$ cat config.mk
export PLATFORM = sky130hd
export DESIGN_NAME = instr_mem_loader
export DESIGN_NICKNAME = d
export VERILOG_FILES = /design/src/rtl/instr_mem_loader.sv
export SDC_FILE = /design/constraint.sdc
export NUM_CORES = 1
export LEC_CHECK = 0
export ABC_AREA = 1
export BUFFER_PORTS_ARGS = -buffer_cell sky130_fd_sc_hd__buf_2
export CAP_MARGIN = 20
export CORE_ASPECT_RATIO = 0.6
export CORE_MARGIN = 4
export CORE_UTILIZATION = 55
export CTS_CLUSTER_SIZE = 8
export DETAILED_ROUTE_END_ITERATION = 8
export GPL_TIMING_DRIVEN = 0
export PLACE_DENSITY = 0.82
export SYNTH_ARGS = -nofsm -noshare
export SYNTH_HDL_FRONTEND = slang
export SYNTH_SLANG_ARGS = --single-unit
$ cat constraint.sdc
create_clock -name clk -period 3 [get_ports clk]
set_input_delay 0.45 -clock clk [delete_from_list [all_inputs] [get_ports clk]]
set_output_delay 0.45 -clock clk [all_outputs]
set_load 0.005 [all_outputs]
$ cat src/rtl/instr_mem_loader.sv
// Instruction memory loader: accepts 32-bit words and writes them into memory as little-endian bytes.
// Optional running word checksum is enabled with `define INSTR_MEM_LOADER_CHECKSUM_EN.
module instr_mem_loader #(
  parameter int MEM_BYTES = 76,
  parameter int ADDR_W    = 64
) (
  input  logic              clk,
  input  logic              reset,
  input  logic              load_start,
  input  logic [ADDR_W-1:0] start_addr,
  input  logic              wr_valid,
  input  logic [31:0]       wr_word,
  input  logic              wr_last,
  output logic              wr_ready,
  output logic              mem_we,
  output logic [ADDR_W-1:0] mem_addr,
  output logic [7:0]        mem_byte,
  output logic              busy,
  output logic              load_done,
  output logic              overflow,
  output logic [31:0]       checksum
);

  typedef enum logic [1:0] {
    IDLE,
    ACCEPT,
    WRITE,
    DONE
  } state_t;

  state_t            state_reg, state_next;
  logic [ADDR_W-1:0] base_reg, base_next;
  logic [31:0]       word_reg, word_next;
  logic              last_reg, last_next;
  logic [1:0]        byte_idx_reg, byte_idx_next;
  logic              overflow_reg, overflow_next;
  logic              word_fits;
  logic              transfer;

  // One extra bit so a base near the top of the address space cannot wrap past the limit.
  assign word_fits = ({1'b0, base_reg} + (ADDR_W+1)'(4)) <= (ADDR_W+1)'(MEM_BYTES);
  assign transfer  = wr_valid && wr_ready;
  assign busy      = (state_reg != IDLE);
  assign overflow  = overflow_reg;

  always_ff @(posedge clk or negedge reset) begin
    if (!reset) begin
      state_reg    <= IDLE;
      base_reg     <= '0;
      word_reg     <= '0;
      last_reg     <= 1'b0;
      byte_idx_reg <= 2'd0;
      overflow_reg <= 1'b0;
    end else begin
      state_reg    <= state_next;
      base_reg     <= base_next;
      word_reg     <= word_next;
      last_reg     <= last_next;
      byte_idx_reg <= byte_idx_next;
      overflow_reg <= overflow_next;
    end
  end

  always_comb begin
    state_next    = state_reg;
    base_next     = base_reg;
    word_next     = word_reg;
    last_next     = last_reg;
    byte_idx_next = byte_idx_reg;
    overflow_next = overflow_reg;
    wr_ready      = 1'b0;
    mem_we        = 1'b0;
    mem_addr      = '0;
    mem_byte      = '0;
    load_done     = 1'b0;

    case (state_reg)
      IDLE: begin
        if (load_start) begin
          state_next    = ACCEPT;
          base_next     = start_addr;
          overflow_next = 1'b0;
        end
      end

      ACCEPT: begin
        wr_ready = 1'b1;
        if (wr_valid) begin
          if (word_fits) begin
            word_next     = wr_word;
            last_next     = wr_last;
            byte_idx_next = 2'd0;
            state_next    = WRITE;
          end else begin
            // Out-of-range word is dropped and the session is closed.
            overflow_next = 1'b1;
            state_next    = DONE;
          end
        end
      end

      WRITE: begin
        mem_we        = 1'b1;
        mem_addr      = base_reg + {{(ADDR_W-2){1'b0}}, byte_idx_reg};
        mem_byte      = word_reg[{byte_idx_reg, 3'b000} +: 8];
        byte_idx_next = byte_idx_reg + 2'd1;
        if (byte_idx_reg == 2'd3) begin
          base_next  = base_reg + ADDR_W'(4);
          state_next = last_reg ? DONE : ACCEPT;
        end
      end

      DONE: begin
        load_done  = 1'b1;
        state_next = IDLE;
      end

      default: state_next = IDLE;
    endcase
  end

`ifdef INSTR_MEM_LOADER_CHECKSUM_EN
  logic [31:0] checksum_reg;

  always_ff @(posedge clk or negedge reset) begin
    if (!reset) begin
      checksum_reg <= '0;
    end else if ((state_reg == IDLE) && load_start) begin
      checksum_reg <= '0;
    end else if (transfer && word_fits) begin
      checksum_reg <= checksum_reg + wr_word;
    end
  end

  assign checksum = checksum_reg;
`else
  logic unused_transfer;
  assign unused_transfer = transfer;
  assign checksum        = '0;
`endif

endmodule

==> metrics.md <==
| Metric | Value |
|---|---|
| Result of the run | finished, violations left |
| Violated checks | setup timing |
| Fraction of synthesized cell area taken by the top area cell type | between 20% and 30% |
| Placed Cells incl. Taps | 1,819 |
| Setup violators final | 3 |
| Simple-gate portion of the synthesized area | around 36% |
| Distinct cell type count of the synthesized netlist | 38 |
| Total length of routed wires | slightly below 40,000 µm |
| Overall via count from detail_route | 11,210 |
| CTS Buf Count | 9 |
| Number of fill cells in the layout | around 1,300 |
| I/O Pins | between 200 and 250 |
| Effective utilization at floorplan | about 56% |
| Combinational family with the most area after synthesis | simple AND/OR/NAND/NOR gates |
| Synthesized cell area | approximately 0.0087 mm² |
| Most used flip-flop cell after synthesis | sky130_fd_sc_hd__dfrtp_1 |
| Kind of launch point of the worst setup path | flip-flop |
| Critical Path RT | ~2.6 ns |
| Reg-to-reg slack, setup | -0.02 ns |
| Ys Warns | 0 |
| Final period utilization | 101.0% |
| RSZ-0062 raised after global routing | yes |
| Largest area contributor in the synthesized netlist | sky130_fd_sc_hd__dfrtp_1 |
| Cell Area, Placed | 0.01002 mm² |
| Ant. Diodes | 0 |
| Clock tree from TritonCTS | done |
| PortBufs | 177 |
| Top cell family by delay on the critical path | buffers and inverters |
| Largest register FFs | between 60 and 70 |
| Critical path peak fanout | 10 |
| Time the final worst path needs with I/O delays and setup | between 3 and 4 ns |
| Sum of negative setup slack | -0.05529 ns |
| Critical path, cell by cell | ha_4 -> a21oi_4 -> clkinv_4 -> clkbuf_4 -> a21oi_1 -> nor3_1 -> buf_2 |
| Endpoint of the worst-slack reg-to-reg timing path | word_reg[30] |
| Largest stage delay on the critical path | about 0.47 ns |
| Global placer's final weighted congestion | 1.089 |
| Initial antenna violation count | 0 |
| Sum of overflow across all layers after global routing | 0 |
| Final critical-path setup slack | -0.02933 ns |
| Final max-slew violation count | 0 |
| Start-to-end type of the worst setup path | flip-flop to output pin |
| Remaining max-slew budget at the tightest pin | around 43% |
| Share of final-layout standard cells stronger than drive strength 1 | a little over a quarter |
| Number of instances in the synthesized netlist | 1,407 |
| Timing startpoint of the critical path | base_reg[1] |
| M3 GR Usage | ~18% |
| Clock slew seen by the registers of the worst setup and hold paths | 0.09 ns |
| Post-DR wirelength/cell | between 20 and 25 µm |
| Post-route DRC | 0 |
| GR Util All Layers | a little over two fifths |
| Sequential-to-total area share from yosys stat | approximately 29% |
| Element type at the critical path end | output pin |
| Count of buffering cells on the critical path with inverters included | 3 |
| Leading cell types by count after synthesis | sky130_fd_sc_hd__nand2_1, sky130_fd_sc_hd__nor2_1, sky130_fd_sc_hd__inv_1, sky130_fd_sc_hd__o21ai_0, sky130_fd_sc_hd__dfrtp_1 |
| Antenna Violating Nets Remaining | 0 |
| Via density | between 5 and 6 |
| DP Worst Slack | -0.8441 ns |
| Cell at the root of the clock tree | sky130_fd_sc_hd__clkbuf_16 |
| Area growth from synthesis to layout | 27.59% |
| Cell with the largest stage delay on the worst path | sky130_fd_sc_hd__dfrtp_1 |
| Post-route cell area | approximately 0.011 mm² |
| Adder-Cell Fraction of Synth Area | less than 1% |
| Number of cell rows | 35 |
| Worst hold path class | input pin to async pin |
| TritonCTS sink count | around 100 |
| Fmax achieved | 0.3301 GHz |
| Worst Max-Slew Pin Slew | around 0.85 ns |
| Dpl hpwl | between 30,000 and 40,000 µm |
| TritonRoute pass-1 iters | 6 |
| Depth of the CTS H-tree | 3 |
| Flops & latches, synth | a little over 100 |
| Leak pwr | 5.329 nW |
| Number of standard cells in the layout, taps in and fillers out | 1,873 |
| Reg2reg start | base_reg[2] |
| FF-to-FF path depth | 20 |
| Global routing usage on met1 | between 60% and 70% |
| Bufs on Longest Clock Path | 2 |
| Busiest layer in global routing | met1 |
| Placeable core region | between 0.015 and 0.02 mm² |
| Share of flip-flops with an asynchronous set or reset after synthesis | between 90% and 100% |
| Compound-gate portion of the synthesized area | roughly 20% |
| Mux cell area share after synthesis | 0% |
| # nets final | approximately 1,800 |
| Post-synthesis average cell area | 6.204 µm² |
| Tot Pwr | about 0.0094 W |
| Die area | between 0.015 and 0.02 mm² |
| Cell with the most instances after synthesis | sky130_fd_sc_hd__nand2_1 |
| Wire length of the first global-routing pass | between 50,000 and 60,000 µm |
| Worst EP arrival | 2.58 ns |
| Max-cap violations | 0 |
| Pin count of the biggest net entering global routing | 69 |
| Power density over the cells | approximately 850 mW/mm² |
| IR Drop Worst-Case VDD | between 0.6 and 0.7 mV |
| Final hold violation count | 0 |
| Worst clock skew | about 0.019 ns |
| Vias in the first global route | 10,010 |
| Top area cells in the synthesized netlist | sky130_fd_sc_hd__dfrtp_1, sky130_fd_sc_hd__nand2_1, sky130_fd_sc_hd__nor2_1 |
| Clock latency on the worst-skew pair | 0.37 ns |
| Xor-xnor portion of the synthesized cell area | 1.405% |
| Chip height | between 100 and 150 µm |
| Number of flops mapped to enable cells by yosys | 0 |
| DIE WIDTH | approximately 170 µm |
| Met2 Usage GRT | around 53% |
| Initial drt markers | 1,913 |
==> what timing repair did <==
| action | CTS | global route |
|---|---|---|
| gates resized for setup | 57 | 99 |
| cloned | 0 | 0 |
| pin swaps | 4 | 19 |
| hold buffers | 0 | 0 |
| endpoints found under the setup margin | 94 | 74 |
| setup buffers | 7 | 32 |
==> worst reg2reg max path, stage by stage, from the launching register on <==
cell and delay, ns:
sky130_fd_sc_hd__dfrtp_1 0.38, sky130_fd_sc_hd__buf_6 0.15, sky130_fd_sc_hd__clkinvlp_4 0.13, sky130_fd_sc_hd__nor2_4 0.18, sky130_fd_sc_hd__nand2_4 0.16, sky130_fd_sc_hd__inv_2 0.21, sky130_fd_sc_hd__nand2_1 0.10, sky130_fd_sc_hd__nand2_1 0.07
sky130_fd_sc_hd__nand2_1 0.06, sky130_fd_sc_hd__nor2_2 0.18, sky130_fd_sc_hd__nand2_1 0.10, sky130_fd_sc_hd__nor2_1 0.11, sky130_fd_sc_hd__nand2_1 0.09, sky130_fd_sc_hd__nor2_2 0.13, sky130_fd_sc_hd__nand2_2 0.08, sky130_fd_sc_hd__nor2_4 0.14
sky130_fd_sc_hd__nand3_4 0.14, sky130_fd_sc_hd__buf_8 0.17, sky130_fd_sc_hd__buf_2 0.16, sky130_fd_sc_hd__nand2_1 0.07, sky130_fd_sc_hd__o21ai_1 0.08
==> power by group <==
group / switching [W] / total [W] / internal, W / leakage, nW
combinational: 0.00379 / 0.00554 / 0.00175 / 3.91
sequential: 0.000735 / 0.00261 / 0.00187 / 1.28
clock: 0.000668 / 0.00126 / 0.000596 / 0.145
==> metrics by stage <==
stage          hold slack, ns  utilization, %
6_report              0.06498           72.05
4_1_cts               0.07998           68.17
3_5_place_dp           0.4615           64.79
3_3_place_gp           0.4588           64.60
2_1_floorplan          0.1544               -
5_1_grt               0.08441           72.05
==> metal layers <==
metal | vias to the layer above | share of wire [%] | wire, µm
met5 | - | 0 | 0
met4 | 0 | 1.7 | 652
met3 | 86 | 20 | 7915
met2 | 1006 | 38 | 14810
met1 | 5080 | 41 | 16030
li1 | 5037 | - | -
==> cell families after synthesis <==
kind of cell / after synthesis
adder cells (fa/ha/maj): 6
AND/OR/NAND/NOR: 727
other: 1
flip-flops: 102
XOR/XNOR: 14
buffers and inverters: 243
AO/OA/AOI/OAI: 314
==> cells in the final DEF, fill, tap and decap left out, drive strengths merged <==
cell type  instances
nand2            350
nor2             267
buf              260
inv              160
o21ai            155
dfrtp            102
a21oi             77
nand3             56
o22ai             55
clkbuf            48
conb              32
nor3              30
nand4             19
xor2              13
o21a              12
o211ai             9
a31oi              5
ha                 5
clkinv             5
clkinvlp           2
nand3b             2
nor4               2
and2               1
o211a              1
xnor2              1
fa                 1
==> worst max path at each step <==
| stage | to | slack [ns] | depth (start not counted) |
|---|---|---|---|
| 3_3_place_gp | mem_addr[37] | -0.87 | 6 |
| 2_1_floorplan | last_reg | 0.54 | 19 |
| 3_5_place_dp | mem_addr[37] | -0.84 | 6 |
| 4_1_cts | last_reg | 0.01 | 17 |
| 5_1_grt | word_reg[30] | -0.09 | 20 |
| 6_report | mem_addr[21] | -0.03 | 7 |
==> cell type report <==
| cell class | instances | area, µm² | share of cell area (%) |
|---|---|---|---|
| Timing Repair Buffer | 217 | 1235 | 11.09 |
| Tap cell | 203 | 254.0 | 2.280 |
| Clock buffer | 9 | 225.2 | 2.022 |
| Inverter | 160 | 614.3 | 5.516 |
| Multi-Input combinational cell | 1093 | 5665 | 50.86 |
| Sequential cell | 102 | 2577 | 23.14 |
| Clock inverter | 7 | 75.07 | 0.6740 |
| Buffer | 82 | 491.7 | 4.415 |
Power figures use the tool's default switching activity.
